**src/rtl/munoc_stream_distributor.sv**
```systemverilog
// One-to-N stream distributor: a single valid/ready input spread over NUM_CHANNEL
// show-ahead FIFOs by a round-robin pointer, in strict or skip-full mode.
module munoc_stream_distributor #(
  parameter int  BW_DATA     = 32,
  parameter int  NUM_CHANNEL = 4,
  parameter int  DEPTH       = 2,
  parameter int  SKIP_FULL   = 0,
  localparam int BW_PTR      = (NUM_CHANNEL > 1) ? $clog2(NUM_CHANNEL) : 1
) (
  input  logic                           clk,
  input  logic                           rst,
  input  logic                           init,
  input  logic                           clear,
  output logic                           wready,
  input  logic                           wrequest,
  input  logic [BW_DATA-1:0]             wdata,
  output logic [BW_PTR-1:0]              wptr,
  output logic [NUM_CHANNEL-1:0]         rready,
  input  logic [NUM_CHANNEL-1:0]         rrequest,
  output logic [NUM_CHANNEL*BW_DATA-1:0] rdata,
  output logic [NUM_CHANNEL-1:0]         rempty
);

  localparam int BW_CNT = $clog2(DEPTH + 1);
  localparam int BW_IDX = (DEPTH > 1) ? $clog2(DEPTH) : 1;
  localparam logic [BW_CNT-1:0] CNT_FULL = BW_CNT'(DEPTH);
  localparam logic [BW_IDX-1:0] IDX_LAST = BW_IDX'(DEPTH - 1);
  localparam logic [BW_PTR-1:0] PTR_LAST = BW_PTR'(NUM_CHANNEL - 1);

  logic [BW_PTR-1:0]  ptr_q, ptr_d;
  logic [BW_CNT-1:0]  cnt_q  [NUM_CHANNEL];
  logic [BW_CNT-1:0]  cnt_d  [NUM_CHANNEL];
  logic [BW_IDX-1:0]  head_q [NUM_CHANNEL];
  logic [BW_IDX-1:0]  head_d [NUM_CHANNEL];
  logic [BW_DATA-1:0] mem_q  [NUM_CHANNEL][DEPTH];
  logic [BW_DATA-1:0] mem_d  [NUM_CHANNEL][DEPTH];

  logic [NUM_CHANNEL-1:0] full;
  logic [NUM_CHANNEL-1:0] pop;
  logic [NUM_CHANNEL-1:0] push;
  logic [BW_PTR-1:0]      target;
  logic                   target_ok;
  logic                   accept;

  // Circular successor of a storage slot, valid for any DEPTH.
  function automatic logic [BW_IDX-1:0] next_idx(input logic [BW_IDX-1:0] idx);
    return (idx == IDX_LAST) ? '0 : idx + 1'b1;
  endfunction

  // Slot just past the newest entry: (head + count) mod DEPTH.
  function automatic logic [BW_IDX-1:0] tail_idx(input logic [BW_IDX-1:0] head,
                                                 input logic [BW_CNT-1:0] cnt);
    logic [BW_CNT:0] sum;
    sum = (BW_CNT+1)'(head) + (BW_CNT+1)'(cnt);
    if (sum >= (BW_CNT+1)'(DEPTH)) sum = sum - (BW_CNT+1)'(DEPTH);
    return BW_IDX'(sum);
  endfunction

  always_comb begin
    for (int i = 0; i < NUM_CHANNEL; i++) begin
      full[i]   = (cnt_q[i] == CNT_FULL);
      rready[i] = (cnt_q[i] != '0);
      pop[i]    = rrequest[i] & rready[i];
    end
  end

  // Skip-full search: the lowest free channel at or above ptr wins; otherwise
  // the lowest free channel below ptr, which is the circular order from ptr.
  always_comb begin
    target    = ptr_q;
    target_ok = ~full[ptr_q];
    if (SKIP_FULL != 0) begin
      target_ok = 1'b0;
      for (int c = NUM_CHANNEL - 1; c >= 0; c--) begin
        if (!full[c] && (c < int'(ptr_q))) begin
          target    = BW_PTR'(c);
          target_ok = 1'b1;
        end
      end
      for (int c = NUM_CHANNEL - 1; c >= 0; c--) begin
        if (!full[c] && (c >= int'(ptr_q))) begin
          target    = BW_PTR'(c);
          target_ok = 1'b1;
        end
      end
    end
  end

  assign wready = target_ok & ~clear;
  assign accept = wready & wrequest;

  always_comb begin
    for (int i = 0; i < NUM_CHANNEL; i++) begin
      push[i] = accept & (target == BW_PTR'(i));
    end
  end

  // init wins over the accept-driven advance; the write itself still lands.
  always_comb begin
    ptr_d = ptr_q;
    if (init) begin
      ptr_d = '0;
    end else if (accept) begin
      ptr_d = (target == PTR_LAST) ? '0 : target + 1'b1;
    end
  end

  always_comb begin
    mem_d = mem_q;
    for (int i = 0; i < NUM_CHANNEL; i++) begin
      cnt_d[i]  = cnt_q[i];
      head_d[i] = head_q[i];
      if (clear) begin
        cnt_d[i]  = '0;
        head_d[i] = '0;
      end else begin
        if (push[i]) mem_d[i][tail_idx(head_q[i], cnt_q[i])] = wdata;
        if (pop[i]) head_d[i] = next_idx(head_q[i]);
        cnt_d[i] = cnt_q[i] + BW_CNT'(push[i]) - BW_CNT'(pop[i]);
      end
    end
  end

  always_ff @(posedge clk or posedge rst) begin
    if (rst) begin
      ptr_q <= '0;
      for (int i = 0; i < NUM_CHANNEL; i++) begin
        cnt_q[i]  <= '0;
        head_q[i] <= '0;
      end
    end else begin
      ptr_q  <= ptr_d;
      cnt_q  <= cnt_d;
      head_q <= head_d;
    end
  end

  // Payload storage is never reset; rdata is masked by rready instead.
  always_ff @(posedge clk) begin
    mem_q <= mem_d;
  end

  always_comb begin
    rdata = '0;
    for (int i = 0; i < NUM_CHANNEL; i++) begin
      rdata[BW_DATA*i +: BW_DATA] = rready[i] ? mem_q[i][head_q[i]] : '0;
    end
  end

  assign rempty = ~rready;
  assign wptr   = ptr_q;

endmodule

```
**config.mk**
```make
export PLATFORM = sky130hd
export DESIGN_NAME = munoc_stream_distributor
export DESIGN_NICKNAME = d
export VERILOG_FILES = /design/src/rtl/munoc_stream_distributor.sv
export SDC_FILE = /design/constraint.sdc
export NUM_CORES = 1
export LEC_CHECK = 0
export BUFFER_PORTS_ARGS = -buffer_cell sky130_fd_sc_hd__clkbuf_2
export CAP_MARGIN = 30
export CORE_ASPECT_RATIO = 1.1
export CORE_MARGIN = 1.5
export CORE_UTILIZATION = 45
export DETAILED_ROUTE_END_ITERATION = 12
export PLACE_DENSITY_LB_ADDON = 0.25
export SLEW_MARGIN = 20
export SYNTH_ARGS = -nofsm -noshare
export SYNTH_HDL_FRONTEND = slang
export SYNTH_SLANG_ARGS = --single-unit
```
**constraint.sdc**
```tcl
create_clock -name clk -period 4.3 [get_ports clk]
set_clock_uncertainty 0.1 [all_clocks]
set_input_delay 0.43 -clock clk [delete_from_list [all_inputs] [get_ports clk]]
set_output_delay 0.43 -clock clk [all_outputs]
set_load 0.005 [all_outputs]
```
==> key figures <==
Status
  • Outcome: complete, no violations

Clock tree
  • Clock H-tree levels: 1
  • CTS sink cnt: 270
  • TritonCTS clock tree: done
  • CTS clock-pin slew for the worst setup and hold paths: 0.06 ns
  • Inserted Clock Buffers: 27
  • Clk Latency, worst-skew pair: 0.53 ns
  • Clk root buf: clkbuf_16
  • Max Root-Sink Buffers: 3

Synthesis
  • Synth Area per Inst: 16.4 um^2
  • Post-synth EDFFs: 256
  • Ys Warns: 0
  • Synth area leaders: edfxtp_1 72%, mux2i_1 12%, nor2_1 4.9%, dfrtp_1 3.3%, ha_1 1.4%
  • Net Count, Synth: 702
  • Ys flop type: edfxtp_1
  • Post-Syn Instances: 649
  • Synth area leader: edfxtp_1
  • Flops & latches, synth: 270
  • Synth Cell Area: 0.0106 mm^2
  • Top cell type's share of synthesized area: 72.2%
  • Asr flop ratio synth: 5.19%
  • Sequential-to-total area share from yosys stat: 75.5%
  • Unique cell type count in the Yosys netlist: 27

STA
  • Maximum operating frequency: 334 MHz
  • Slew HR: 41.8%
  • Setup-failing EPs final: 0
  • Final Slew Violations: 0
  • Hold Vio Cnt, Final: 0
  • Period utilization: 69.6%
  • Worst-Margin Slew: 0.871 ns
  • TNS Setup: 0 ns
  • RSZ-0062 raised after global routing: false
  • Tmin final: 2.99 ns

GRT
  • Total Routing Usage GR: 18.7%
  • Largest net degree at the start of global routing: 35
  • Vias in the first global route: 5,717
  • Global-route wire length before repair: 33.8 mm
  • Initial antenna violation count: 0
  • Global route overflow: 0

Die
  • DIE AREA: 0.0246 mm^2
  • Initial Util: 46.1%
  • DIE HEIGHT: 164 um
  • Core Footprint: 0.0231 mm^2
  • Top-Level Pins: 180
  • Placement row count: 58
  • Die W: 150 um

Worst setup path
  • Worst endpoint required time: 3.77 ns
  • Crit Reg-Reg Startpoint: wptr[0]
  • CP Max Fanout: 19
  • Element type at the critical path start: flip-flop
  • Crit path buf inv count: 3
  • Delay-heaviest family, CP: buffers and inverters
  • Slowest-stage cell, CP: inv_1
  • CP endpoint: rdata[89]
  • Critical Path Start: cnt_q[2]
  • Setup crit end kind: output port
  • Crit. path cell count: 5
  • RR Endpoint: mem_q[213]
  • Worst r2r path cells: 5
  • CP arrival: 2.46 ns
  • Critical-path cell list: or2_2, inv_1, buf_4, nor2_1, clkbuf_2
  • FF-to-FF setup slack: 1.64 ns
  • Worst Path Class, Setup: reg2out
  • Crit-path max cell delay: 0.57 ns

Power and ir drop
  • Clock power frac: 29.0%
  • Leak: 4.64 nW
  • Power share of the sequential group: 40.2%
  • Power per Cell Area: 613 mW/mm^2
  • Pint: 0.00538 W
  • Net switching power: 0.00251 W
  • Sw frac: 31.8%
  • Combinational share of power: 30.8%
  • Worst VDD drop: 343 uV

Drt
  • DR WL/cell: 19.8 um
  • Drt first pass iters: 4
  • DRC: 0
  • Final ANT Viol Nets: 0
  • Initial DRC count: 372
  • DR vias/cell: 5.05
  • Via count: 5,889
  • Detailed Route WL: 23.1 mm

Job
  • Max Cap Violations: 0

Cells and area
  • Layout Nets: 898
  • Synthesis-to-finish area growth: 20.9%
  • Share of layout cells above drive strength 1: 29.6%
  • Ant. Diodes: 0
  • Utilization after layout: 55.8%

Min path
  • Worst Hold Class: in2reg
  • Hold_sp: wdata[6]

Place
  • Routability cong.: 0.793
  • Quantity of I/O buffers inserted on ports: 179
  • Post-DP HPWL: 14.9 mm
[worst min path at each step]
stage,end,slack (ns),cells past startpoint
3_3_place_gp,cnt_q[7],0.39,2
4_1_cts,mem_q[198],0.07,1
2_1_floorplan,cnt_q[0],0.22,1
3_5_place_dp,cnt_q[6],0.40,2
5_1_grt,mem_q[35],0.09,1
6_report,mem_q[102],0.09,1
[repair_timing]
item	4_1_cts	5_1_grt
endpoints found under the hold margin	15	0
setup buffers	0	0
hold buffers	2	0
gates resized for setup	0	0
[metal layers]
layer	GRT usage, %	vias to the layer above	wire length, um
met1	24.6	2947	9930
met4	5.39	0	397
met3	2.67	28	969
li1	-	2767	-
met5	0	-	0
met2	32.2	147	11800
[per-stage QoR]
stage / cells / power [W] / setup slack [ns] / instance area, um^2 / hold slack, ns
global route: 1166 / 0.00826 / 1.18 / 12900 / 0.0892
global placement: 1114 / 0.00567 / 1.32 / 12000 / 0.391
finish: 1166 / 0.00789 / 1.31 / 12900 / 0.0932
detailed placement: 1114 / 0.00570 / 1.27 / 12000 / 0.396
CTS: 1166 / 0.00798 / 1.28 / 12900 / 0.0684
floorplan: 649 / 0.00459 / 1.39 / 10600 / 0.219
[synthesized netlist by cell type (2+ instances only)]
master and count:
nor3b_2 4, o21ai_2 2, nor3_2 4, xor2_1 4
dfrtp_1 14, nand2_1 5, ha_1 12, nor2b_1 4
nor3_1 2, and2_1 4, and3b_1 2, inv_1 12
nand3_1 4, or2_2 4, nor2_1 139, mux2i_1 128
xnor2_1 12, edfxtp_1 256, buf_2 29
[flip-flops by register name (all words and copies together) (netlist names)]
register	flops
wptr	2
cnt_q	8
head_q	4
mem_q	256
[cell usage in the layout (no fill, tap or decap), types with 2 or more instances in the layout]
cell type / count
buf_4: 13
nor3_4: 4
clkinvlp_4: 4
bufinv_16: 3
clkinv_1: 5
clkbuf_2: 179
or2_2: 4
o21ai_2: 2
nor3_1: 2
and3b_1: 2
ha_1: 12
nor2b_1: 4
edfxtp_1: 256
nand3_1: 4
buf_12: 3
clkbuf_1: 5
nand2_1: 5
inv_1: 12
dfrtp_1: 10
inv_6: 2
dfrtp_2: 4
mux2i_1: 128
xor2_1: 4
nor3b_4: 5
dlygate4sd3_1: 2
nor2_1: 139
xnor2_1: 12
clkbuf_16: 27
clkinv_2: 4
and2_1: 4
[worst reg2reg max path, delay by kind of cell (launching register included)]
kind	cells	cell delay, ns
AOI/OAI and AO/OA	1	0.24
and+or+nand+nor	3	1.25
DFF	1	0.50
buffers and inverters	1	0.27
[power groups by stage]
stage / clock network [W] / registers, W / logic (W)
3_5_place_dp: 0 / 0.00323 / 0.00247
5_1_grt: 0.00243 / 0.00319 / 0.00264
2_1_floorplan: 0 / 0.00318 / 0.00141
3_3_place_gp: 0 / 0.00322 / 0.00245
4_1_cts: 0.00233 / 0.00317 / 0.00248
6_report: 0.00229 / 0.00317 / 0.00243
[cells by family (layout without fill, tap and decap cells)]
group,count (synthesis),in the layout,share of synthesized area (%)
flip-flops,270,270,75.5
AND/OR/NAND/NOR,176,176,7.51
multiplexers,128,128,12.0
buffers and inverters,42,259,1.82
XOR/XNOR,16,16,1.32
adder cells (fa/ha/maj),12,12,1.41
AO/OA/AOI/OAI,5,5,0.411
[cell type report]
class	count	area [um^2]
Inverter	12	45.0
Clock inverter	18	176
Sequential cell	270	8040
Timing Repair Buffer	197	1070
Multi-Input combinational cell	337	2460
Tap cell	300	375
Clock buffer	32	694
Fill cell	1897	10200
Note: power is estimated with default switching activity, not from simulation.
